--- config.mk ---
export PLATFORM = sky130hd
export DESIGN_NAME = finger_key_scanner
export DESIGN_NICKNAME = d
export VERILOG_FILES = /design/src/rtl/finger_key_scanner.sv
export SDC_FILE = /design/constraint.sdc
export NUM_CORES = 2
export LEC_CHECK = 0
export CORE_MARGIN = 2
export CORE_UTILIZATION = 50
export CTS_BUF_LIST = sky130_fd_sc_hd__clkbuf_4
export DETAILED_ROUTE_END_ITERATION = 8
export PLACE_DENSITY = 0.75
export SYNTH_ARGS = -nofsm -noshare
export SYNTH_HDL_FRONTEND = slang
export SYNTH_SLANG_ARGS = --single-unit
--- constraint.sdc ---
create_clock -name clk -period 10.45 [get_ports clk]
set_clock_uncertainty 0.2 [all_clocks]
set_input_delay 1.045 -clock clk [delete_from_list [all_inputs] [get_ports clk]]
set_output_delay 1.045 -clock clk [all_outputs]
set_load 0.01 [all_outputs]
--- src/rtl/finger_key_scanner.sv ---
// Per-frame finger key detector: counts finger pixels per key column inside a row band
// and turns the counts into debounced key states with press/release event masks.
module finger_key_scanner #(
  parameter int unsigned NUM_KEYS   = 40,
  parameter int unsigned KEY_SHIFT  = 4,
  parameter int unsigned FRAME_W    = 640,
  parameter int unsigned ROI_Y0     = 321,
  parameter int unsigned ROI_Y1     = 479,
  parameter int unsigned CNT_W      = 16,
  parameter int unsigned ON_THRESH  = 16,
  parameter int unsigned OFF_THRESH = 8,
  parameter int unsigned DEBOUNCE   = 2
) (
  input  logic                clk,
  input  logic                rst,
  input  logic                pix_valid,
  input  logic                pix_finger,
  input  logic                frame_done,
  input  logic                mirror,
  output logic [NUM_KEYS-1:0] key_down,
  output logic [NUM_KEYS-1:0] key_press,
  output logic [NUM_KEYS-1:0] key_release,
  output logic                result_valid,
  output logic [15:0]         frame_cnt
);

  localparam int unsigned POS_W = 16;
  localparam int unsigned STK_W = 4;
  localparam logic [POS_W-1:0] XLast  = POS_W'(FRAME_W - 1);
  localparam logic [POS_W-1:0] KeyLim = POS_W'(NUM_KEYS);
  localparam logic [POS_W-1:0] BandY0 = POS_W'(ROI_Y0);
  localparam logic [POS_W-1:0] BandY1 = POS_W'(ROI_Y1);
  localparam logic [STK_W-1:0] DebN   = STK_W'(DEBOUNCE);
  localparam logic [CNT_W-1:0] CntMax = '1;

  logic                init_q;
  logic                mirror_q, mirror_d;
  logic [POS_W-1:0]    x_q, x_d, y_q, y_d;
  logic [CNT_W-1:0]    cnt_q [NUM_KEYS];
  logic [CNT_W-1:0]    cnt_d [NUM_KEYS];
  logic [STK_W-1:0]    stk_q [NUM_KEYS];
  logic [STK_W-1:0]    stk_d [NUM_KEYS];
  logic [NUM_KEYS-1:0] down_q, down_d, press_q, press_d, rel_q, rel_d;
  logic                valid_q, valid_d;
  logic [15:0]         fcnt_q, fcnt_d;

  logic                mir_eff;
  logic [POS_W-1:0]    x_eff, key_idx;
  logic                in_band, hit, row_end, cand;

  // First cycle after reset release picks up the live mirror input for the opening frame.
  always_comb begin
    mir_eff  = init_q ? mirror : mirror_q;
    x_eff    = init_q ? (mirror ? XLast : '0) : x_q;
    key_idx  = x_eff >> KEY_SHIFT;
    in_band  = (y_q >= BandY0) && (y_q <= BandY1);
    hit      = pix_valid && pix_finger && in_band && (key_idx < KeyLim);
    row_end  = mir_eff ? (x_eff == '0) : (x_eff == XLast);
    cand     = 1'b0;

    mirror_d = mir_eff;
    x_d      = x_eff;
    y_d      = y_q;
    cnt_d    = cnt_q;
    stk_d    = stk_q;
    down_d   = down_q;
    press_d  = '0;
    rel_d    = '0;
    valid_d  = 1'b0;
    fcnt_d   = fcnt_q;

    if (frame_done) begin
      // Frame boundary wins over any coincident pixel.
      mirror_d = mirror;
      x_d      = mirror ? XLast : '0;
      y_d      = '0;
      fcnt_d   = fcnt_q + 16'd1;
      valid_d  = 1'b1;
      for (int unsigned k = 0; k < NUM_KEYS; k++) begin
        cand     = down_q[k] ? (32'(cnt_q[k]) >= OFF_THRESH) : (32'(cnt_q[k]) >= ON_THRESH);
        cnt_d[k] = '0;
        if (cand == down_q[k]) begin
          stk_d[k] = '0;
        end else if (stk_q[k] + STK_W'(1) == DebN) begin
          down_d[k] = ~down_q[k];
          stk_d[k]  = '0;
        end else begin
          stk_d[k] = stk_q[k] + STK_W'(1);
        end
      end
      press_d = down_d & ~down_q;
      rel_d   = ~down_d & down_q;
    end else if (pix_valid) begin
      if (row_end) begin
        x_d = mir_eff ? XLast : '0;
        y_d = (y_q == '1) ? y_q : y_q + POS_W'(1);
      end else begin
        x_d = mir_eff ? x_eff - POS_W'(1) : x_eff + POS_W'(1);
      end
      for (int unsigned k = 0; k < NUM_KEYS; k++) begin
        if (hit && (key_idx == POS_W'(k)) && (cnt_q[k] != CntMax)) begin
          cnt_d[k] = cnt_q[k] + CNT_W'(1);
        end
      end
    end
  end

  always_ff @(posedge clk or negedge rst) begin
    if (!rst) begin
      init_q   <= 1'b1;
      mirror_q <= 1'b0;
      x_q      <= '0;
      y_q      <= '0;
      for (int unsigned k = 0; k < NUM_KEYS; k++) begin
        cnt_q[k] <= '0;
        stk_q[k] <= '0;
      end
      down_q   <= '0;
      press_q  <= '0;
      rel_q    <= '0;
      valid_q  <= 1'b0;
      fcnt_q   <= '0;
    end else begin
      init_q   <= 1'b0;
      mirror_q <= mirror_d;
      x_q      <= x_d;
      y_q      <= y_d;
      cnt_q    <= cnt_d;
      stk_q    <= stk_d;
      down_q   <= down_d;
      press_q  <= press_d;
      rel_q    <= rel_d;
      valid_q  <= valid_d;
      fcnt_q   <= fcnt_d;
    end
  end

  assign key_down     = down_q;
  assign key_press    = press_q;
  assign key_release  = rel_q;
  assign result_valid = valid_q;
  assign frame_cnt    = fcnt_q;

endmodule

# Word-level counts from Yosys, hierarchy flattened
# Cells that the tools add are included.
dict set report totals {
  latch_bits 0
  ramBits 0
  in_bits 6
  mem_bits_ro 0
  regBits 971
  n_memories 0
}
dict set report op_classes {
  n_bitwise 44
  n_eq_ne 162
  reduce_logical 169
  shifts 0
  n_addsub 84
  mux 299
  n_div 0
  mul 0
  n_lt_le_gt_ge 83
}
# cell n
set op_table {}
lappend op_table {{2-to-1 mux 640 bit} 2}
lappend op_table {{2-to-1 mux 16 bit} 49}
lappend op_table {{adder 16 x 1 -> 16 bit, second input constant} 43}
lappend op_table {{>= comparator 16 x 4 -> 1 bit, second input constant} 40}
lappend op_table {{>= comparator 16 x 5 -> 1 bit, second input constant} 40}
lappend op_table {{!= test 16 bit, second input constant} 40}
lappend op_table {{2-to-1 mux 4 bit} 80}
lappend op_table {{equality test 12 x 5 -> 1 bit, second input constant} 16}
lappend op_table {{2-to-1 mux 1 bit} 164}
lappend op_table {{adder 4 x 1 -> 4 bit, second input constant} 40}
lappend op_table {{equality test 4 x 2 -> 1 bit, second input constant} 40}
lappend op_table {{equality test 12 x 4 -> 1 bit, second input constant} 8}
lappend op_table {{equality test 12 x 6 -> 1 bit, second input constant} 8}
lappend op_table {{logical AND 1 bit} 84}
lappend op_table {{nonzero test 2 bit} 42}
lappend op_table {{bitwise AND 40 bit} 2}
lappend op_table {{2-to-1 mux 40 bit} 2}
lappend op_table {{NOT 40 bit} 2}
lappend op_table {{AND reduction 2 bit} 40}
lappend op_table {{equality test 12 x 3 -> 1 bit, second input constant} 4}
lappend op_table {{equality test 1 bit} 40}
lappend op_table {{NOT 1 bit} 40}
lappend op_table {{logical NOT 16 bit} 2}
lappend op_table {{equality test 12 x 2 -> 1 bit, second input constant} 2}
lappend op_table {{other kinds (10)} 11}

# Longest topological paths before layout
dict set report logic_depth {
  ltp_word 9
  mapped_depth 14
  mapped_depth_nobuf 10
}

# Worst setup path before layout
# No wires, ideal clock.
dict set report synth_timing {
  path_type {input to register}
  from {in mirror}
  to {reg x_q[15]}
  path_buffers 0
  cell_stages 9
  t_required_ps 10126
  slack_ps 6678
  arrival_ps 3448
  cell_sequence {and2_1 nor2_1 inv_1 ha_1 a21oi_1 or3b_2 o2111ai_1 a2111oi_0 a211o_1}
}
dict set report synth_between {
  elab_chain_len 7
  word_cells_on_any_way 12
  cone_classes {add/sub: 2; eq/ne: 1; mux: 8; reduce/logical: 1}
}
# item line
set synth_lines {}
lappend synth_lines {{start: declaration} 19} ;# input logic mirror,
lappend synth_lines {{2-to-1 mux 10 bit} 54} ;# x_eff = init_q ? (mirror ? XLast : '0) : x_q;
lappend synth_lines {{2-to-1 mux 16 bit} 54}
lappend synth_lines {{adder 16 x 1 -> 16 bit, or another cell as far along} 98} ;# x_d = mir_eff ? x_eff - POS_W'(1) : x_eff + POS_W'(1);
lappend synth_lines {{2-to-1 mux 16 bit / 2-to-1 mux 1 bit (equally long branches)} {98, 58}}
lappend synth_lines {{2-to-1 mux 16 bit (*)} 94} ;# if (row_end) begin
lappend synth_lines {{2-to-1 mux 16 bit (*)} 93} ;# end else if (pix_valid) begin
lappend synth_lines {{2-to-1 mux 16 bit (*)} 72} ;# if (frame_done) begin
lappend synth_lines {{named net x_d[15]} 38} ;# logic [POS_W-1:0] x_q, x_d, y_q, y_d;
lappend synth_lines {{end signal: assignment} 112} ;# x_q <= '0;
lappend synth_lines {{end signal: assignment} 126} ;# x_q <= x_d;
lappend synth_lines {{end: declaration} 38}
# Mark *: on every way through the listed nets, which the timed path passes. The rest lies on a longest branch.
# A chain may end at the register's enable or synchronous reset.

# Final worst setup path
dict set report layout_timing {
  from {reg init_q}
  to {reg x_q[15]}
}
dict set report layout_between {
  elab_chain_len 6
  word_cells_on_any_way 11
  cone_classes {add/sub: 2; eq/ne: 1; mux: 7; reduce/logical: 1}
}
# item line
set layout_lines {}
lappend layout_lines {{start: declaration} 36} ;# logic init_q;
lappend layout_lines {{start signal: assignment} 110} ;# init_q <= 1'b1;
lappend layout_lines {{start signal: assignment} 124} ;# init_q <= 1'b0;
lappend layout_lines {{2-to-1 mux 16 bit} 54}
lappend layout_lines {{adder 16 x 1 -> 16 bit, or another cell as far along} 98}
lappend layout_lines {{2-to-1 mux 16 bit / 2-to-1 mux 1 bit (equally long branches)} {98, 58}}
lappend layout_lines {{2-to-1 mux 16 bit} 94}
lappend layout_lines {{2-to-1 mux 16 bit (*)} 93}
lappend layout_lines {{2-to-1 mux 16 bit (*)} 72}
lappend layout_lines {{named net x_d[15]} 38}
# Marked as above.

==> reports/qor.yml <==
max_slew_margin_pct: 17.1
clock_tree_from_tritoncts: "yes"
drt-initial-drc-count: 3308
cts-htree-levels: 5
path_delay_family: "compound AO/OA/AOI/OAI gates"
timing_worst_slew_pin_value_ns: 1.23
worst_case_clock_buffer_depth: 4
startpoint: "init_q"
pre_cts_ws_ns: 5.67
finalWirelength_mm: 122
drt_pre_antenna_iters: 9
layout-drive-gt1-share_pct: 8.70
violated_checks: "design-rule violations"
post-cts-setup-buffer-count: 0
yosys_register_bits: 971
final_common_cell: "sky130_fd_sc_hd__dfrtp_1"
initial_utilization_pct: 50.4
rrSetupSlack_ns: 6.17
final.setup.worst_slack_ns: 6.17
antenna_violating_nets_post_route: 0
setup_tns_after_final_layout_ns: 0
finalNetCount: 6203
detail_route.drc_violations: 7
placement.cell_area_um2: 55900
grt_max_degree: 170
multi_input_comb_area_um2: 27000
mappedNetlistNets: 5945
groute.usage.overall_pct: 22.5
dp_hpwl_mm: 79.0
grt.overflow.total: 0
post-route-period-util_pct: 41.0
synth-edff-count: 0
power.static_leakage_nw: 24.8
cts_inserted_buffers: 285
grt_setup_unrepaired: "false"
avgViaCountPerCell: 5.89
io_pins: 143
global_route_wire_length_before_repair_mm: 207
crit_path_max_incr_delay_ns: 0.98
clockRootBuffer: "sky130_fd_sc_hd__clkbuf_4"
power.ir.vdd_worst_v: 0.0000679
worst-path-buf-inv: 1
tritoncts_num_sinks: 971
slew_violations: 0
clock_insertion_delay_worst_skew_ns: 1.17
syn-cell-area_um2: 53100
finalHoldWorstSlack_ns: 0.273
final_design_area_no_fill_um2: 59300
syn-mean-instance-area_um2: 9.23
cp.required_ns: 11.23
setup-violations-final: 0
die_area_um2: 109000
achievable-frequency_ghz: 0.233
final-instance-count-excl-fill: 7586
register_cell_area_after_layout_um2: 24300
layout_common_cells: "970 x sky130_fd_sc_hd__dfrtp_1, 448 x sky130_fd_sc_hd__nor2_1, 395 x sky130_fd_sc_hd__a21oi_1, 392 x sky130_fd_sc_hd__clkbuf_4, 372 x sky130_fd_sc_hd__o21ai_0"
weighted_congestion_at_the_end_of_routability_driven_global_placement: 0.886
placed_cells_incl_taps: 7120
num_rows: 119
status: "finished with violations"
area_growth_syn_to_layout_pct: 11.5
synth_sequential_area_ratio_pct: 45.7
placeableCoreArea_um2: 105000
die_width_um: 330
crit_type: "reg2reg"
cp.arrival_ns: 5.06
maxCapViolCount: 0
critical-path-slowest-cell: "sky130_fd_sc_hd__dfstp_2"
pwr_density_cell_nw_per_um2: 137
hp-class: "reg2reg"
hold_viol: 0
worstSetupStartpointType: "register"
filler_cell_count: 9219
post-route-min-period_ns: 4.28
vias: 44718
yosys_most_used_dff: "sky130_fd_sc_hd__dfrtp_1"
timing.hold.worst.start: "frame_cnt[15]"
critical_path_maximum_fanout: 35
cp_cell_sequence: "and2_1, nor2_1, inv_1, ha_1, a21oi_1, or3b_2, o2111ai_1, a2111oi_0, a211o_1"
first_global_vias: 43198
synth-warning-count: 0
timing.critical_path.to_type: "register"
chipHeight_um: 330
post_drt_wl_per_cell_um: 16.1
netlist_instances: 5760
port_buffers: 142
synth.lib_cells_used.distinct: 86
timing.rr.start: "init_q"
clk_pin_slew_ns: 0.06
synth-async-reset-ratio_pct: 100
antenna_found_initial: 5
[synth_stat cells (106+ instances only)]
| cell type | instances | share of area, % |
|---|---|---|
| sky130_fd_sc_hd__dfrtp_1 | 970 | 46 |
| sky130_fd_sc_hd__nor2_1 | 450 | 3.2 |
| sky130_fd_sc_hd__a21oi_1 | 395 | 3.7 |
| sky130_fd_sc_hd__o21ai_0 | 372 | 3.5 |
| sky130_fd_sc_hd__nand3_1 | 359 | 3.4 |
| sky130_fd_sc_hd__nand2_1 | 347 | 2.5 |
| sky130_fd_sc_hd__or3_1 | 275 | 3.2 |
| sky130_fd_sc_hd__inv_1 | 268 | 1.9 |
| sky130_fd_sc_hd__nand4_1 | 259 | 3.0 |
| sky130_fd_sc_hd__xor2_1 | 199 | 3.3 |
| sky130_fd_sc_hd__ha_1 | 178 | 4.2 |
| sky130_fd_sc_hd__clkbuf_1 | 168 | 1.2 |
| sky130_fd_sc_hd__nor4_1 | 168 | 2.0 |
| sky130_fd_sc_hd__nor3_1 | 152 | 1.4 |
| sky130_fd_sc_hd__and3_1 | 145 | 1.7 |
| sky130_fd_sc_hd__xnor2_1 | 144 | 2.4 |
| sky130_fd_sc_hd__mux2i_1 | 112 | 2.1 |
| sky130_fd_sc_hd__or4_1 | 106 | 1.5 |
[per-stage QoR]
stage	power, mW	utilization [%]
floorplan	4.42	-
global placement	4.74	53.0
detailed placement	4.76	53.0
CTS	8.27	56.2
global route	8.57	56.2
finish	8.14	56.2
[cell families after synthesis]
logic type	share of synthesized area, %
compound gates	12.1
xor+xnor	5.65
fa+ha+maj	4.23
buf+inv	3.50
flops	45.7
mux	2.43
other cells	0.00706
simple gates	26.3
[worst reg2reg max path, delay by kind of cell, from the launching register on]
kind / cells / cell delay, ns
AO/OA/AOI/OAI: 4 / 1.20
flip-flops: 1 / 0.98
AND/OR/NAND/NOR: 3 / 0.97
buffers and inverters: 1 / 0.41
adder cells (fa/ha/maj): 1 / 0.39
[flip-flops by register name (all words and copies together) (netlist names)]
register      count
x_q              16
y_q              16
cnt_q           640
result_valid      1
key_release      40
key_down         40
key_press        40
frame_cnt        16
mirror_q          1
init_q            1
stk_q           160
[cell type report]
class | instances | area share, %
clock buffer | 392 | 4.97
clock inverter | 70 | 0.686
tap | 1391 | 2.94
sequential | 971 | 41.0
antenna | 2 | 0.00845
timing repair buffer | 181 | 3.07
inverter | 269 | 1.71
multi-input combinational | 4310 | 45.6
[where the power goes]
part / switching (mW) / internal, mW
logic: 0.437 / 0.256
clock network: 1.61 / 1.84
registers: 0.147 / 3.85
[what timing repair did]
| item | in CTS | in global routing |
|---|---|---|
| resized for setup | 0 | 0 |
| hold buffers | 2 | 0 |
| endpoints found under the hold margin | 78 | 0 |
[layer usage]
layer | up-vias | track usage (%) | wire (um)
met4 | 4 | 8.54 | 3320
met2 | 1077 | 36.9 | 58100
met3 | 236 | 4.53 | 6870
met5 | - | 0 | 31
met1 | 21794 | 29.4 | 53900
li1 | 21607 | - | -
[worst paths after layout]
kind / to / depth (start not counted)
max: x_q[15] / 9
min: frame_cnt[15] / 1
max reg2reg: x_q[15] / 9
min reg2reg: frame_cnt[15] / 1
max in group asynchronous: cnt_q[165] / 4
min in group asynchronous: key_release[38] / 2
No activity file was read; power rests on OpenSTA's default activity.
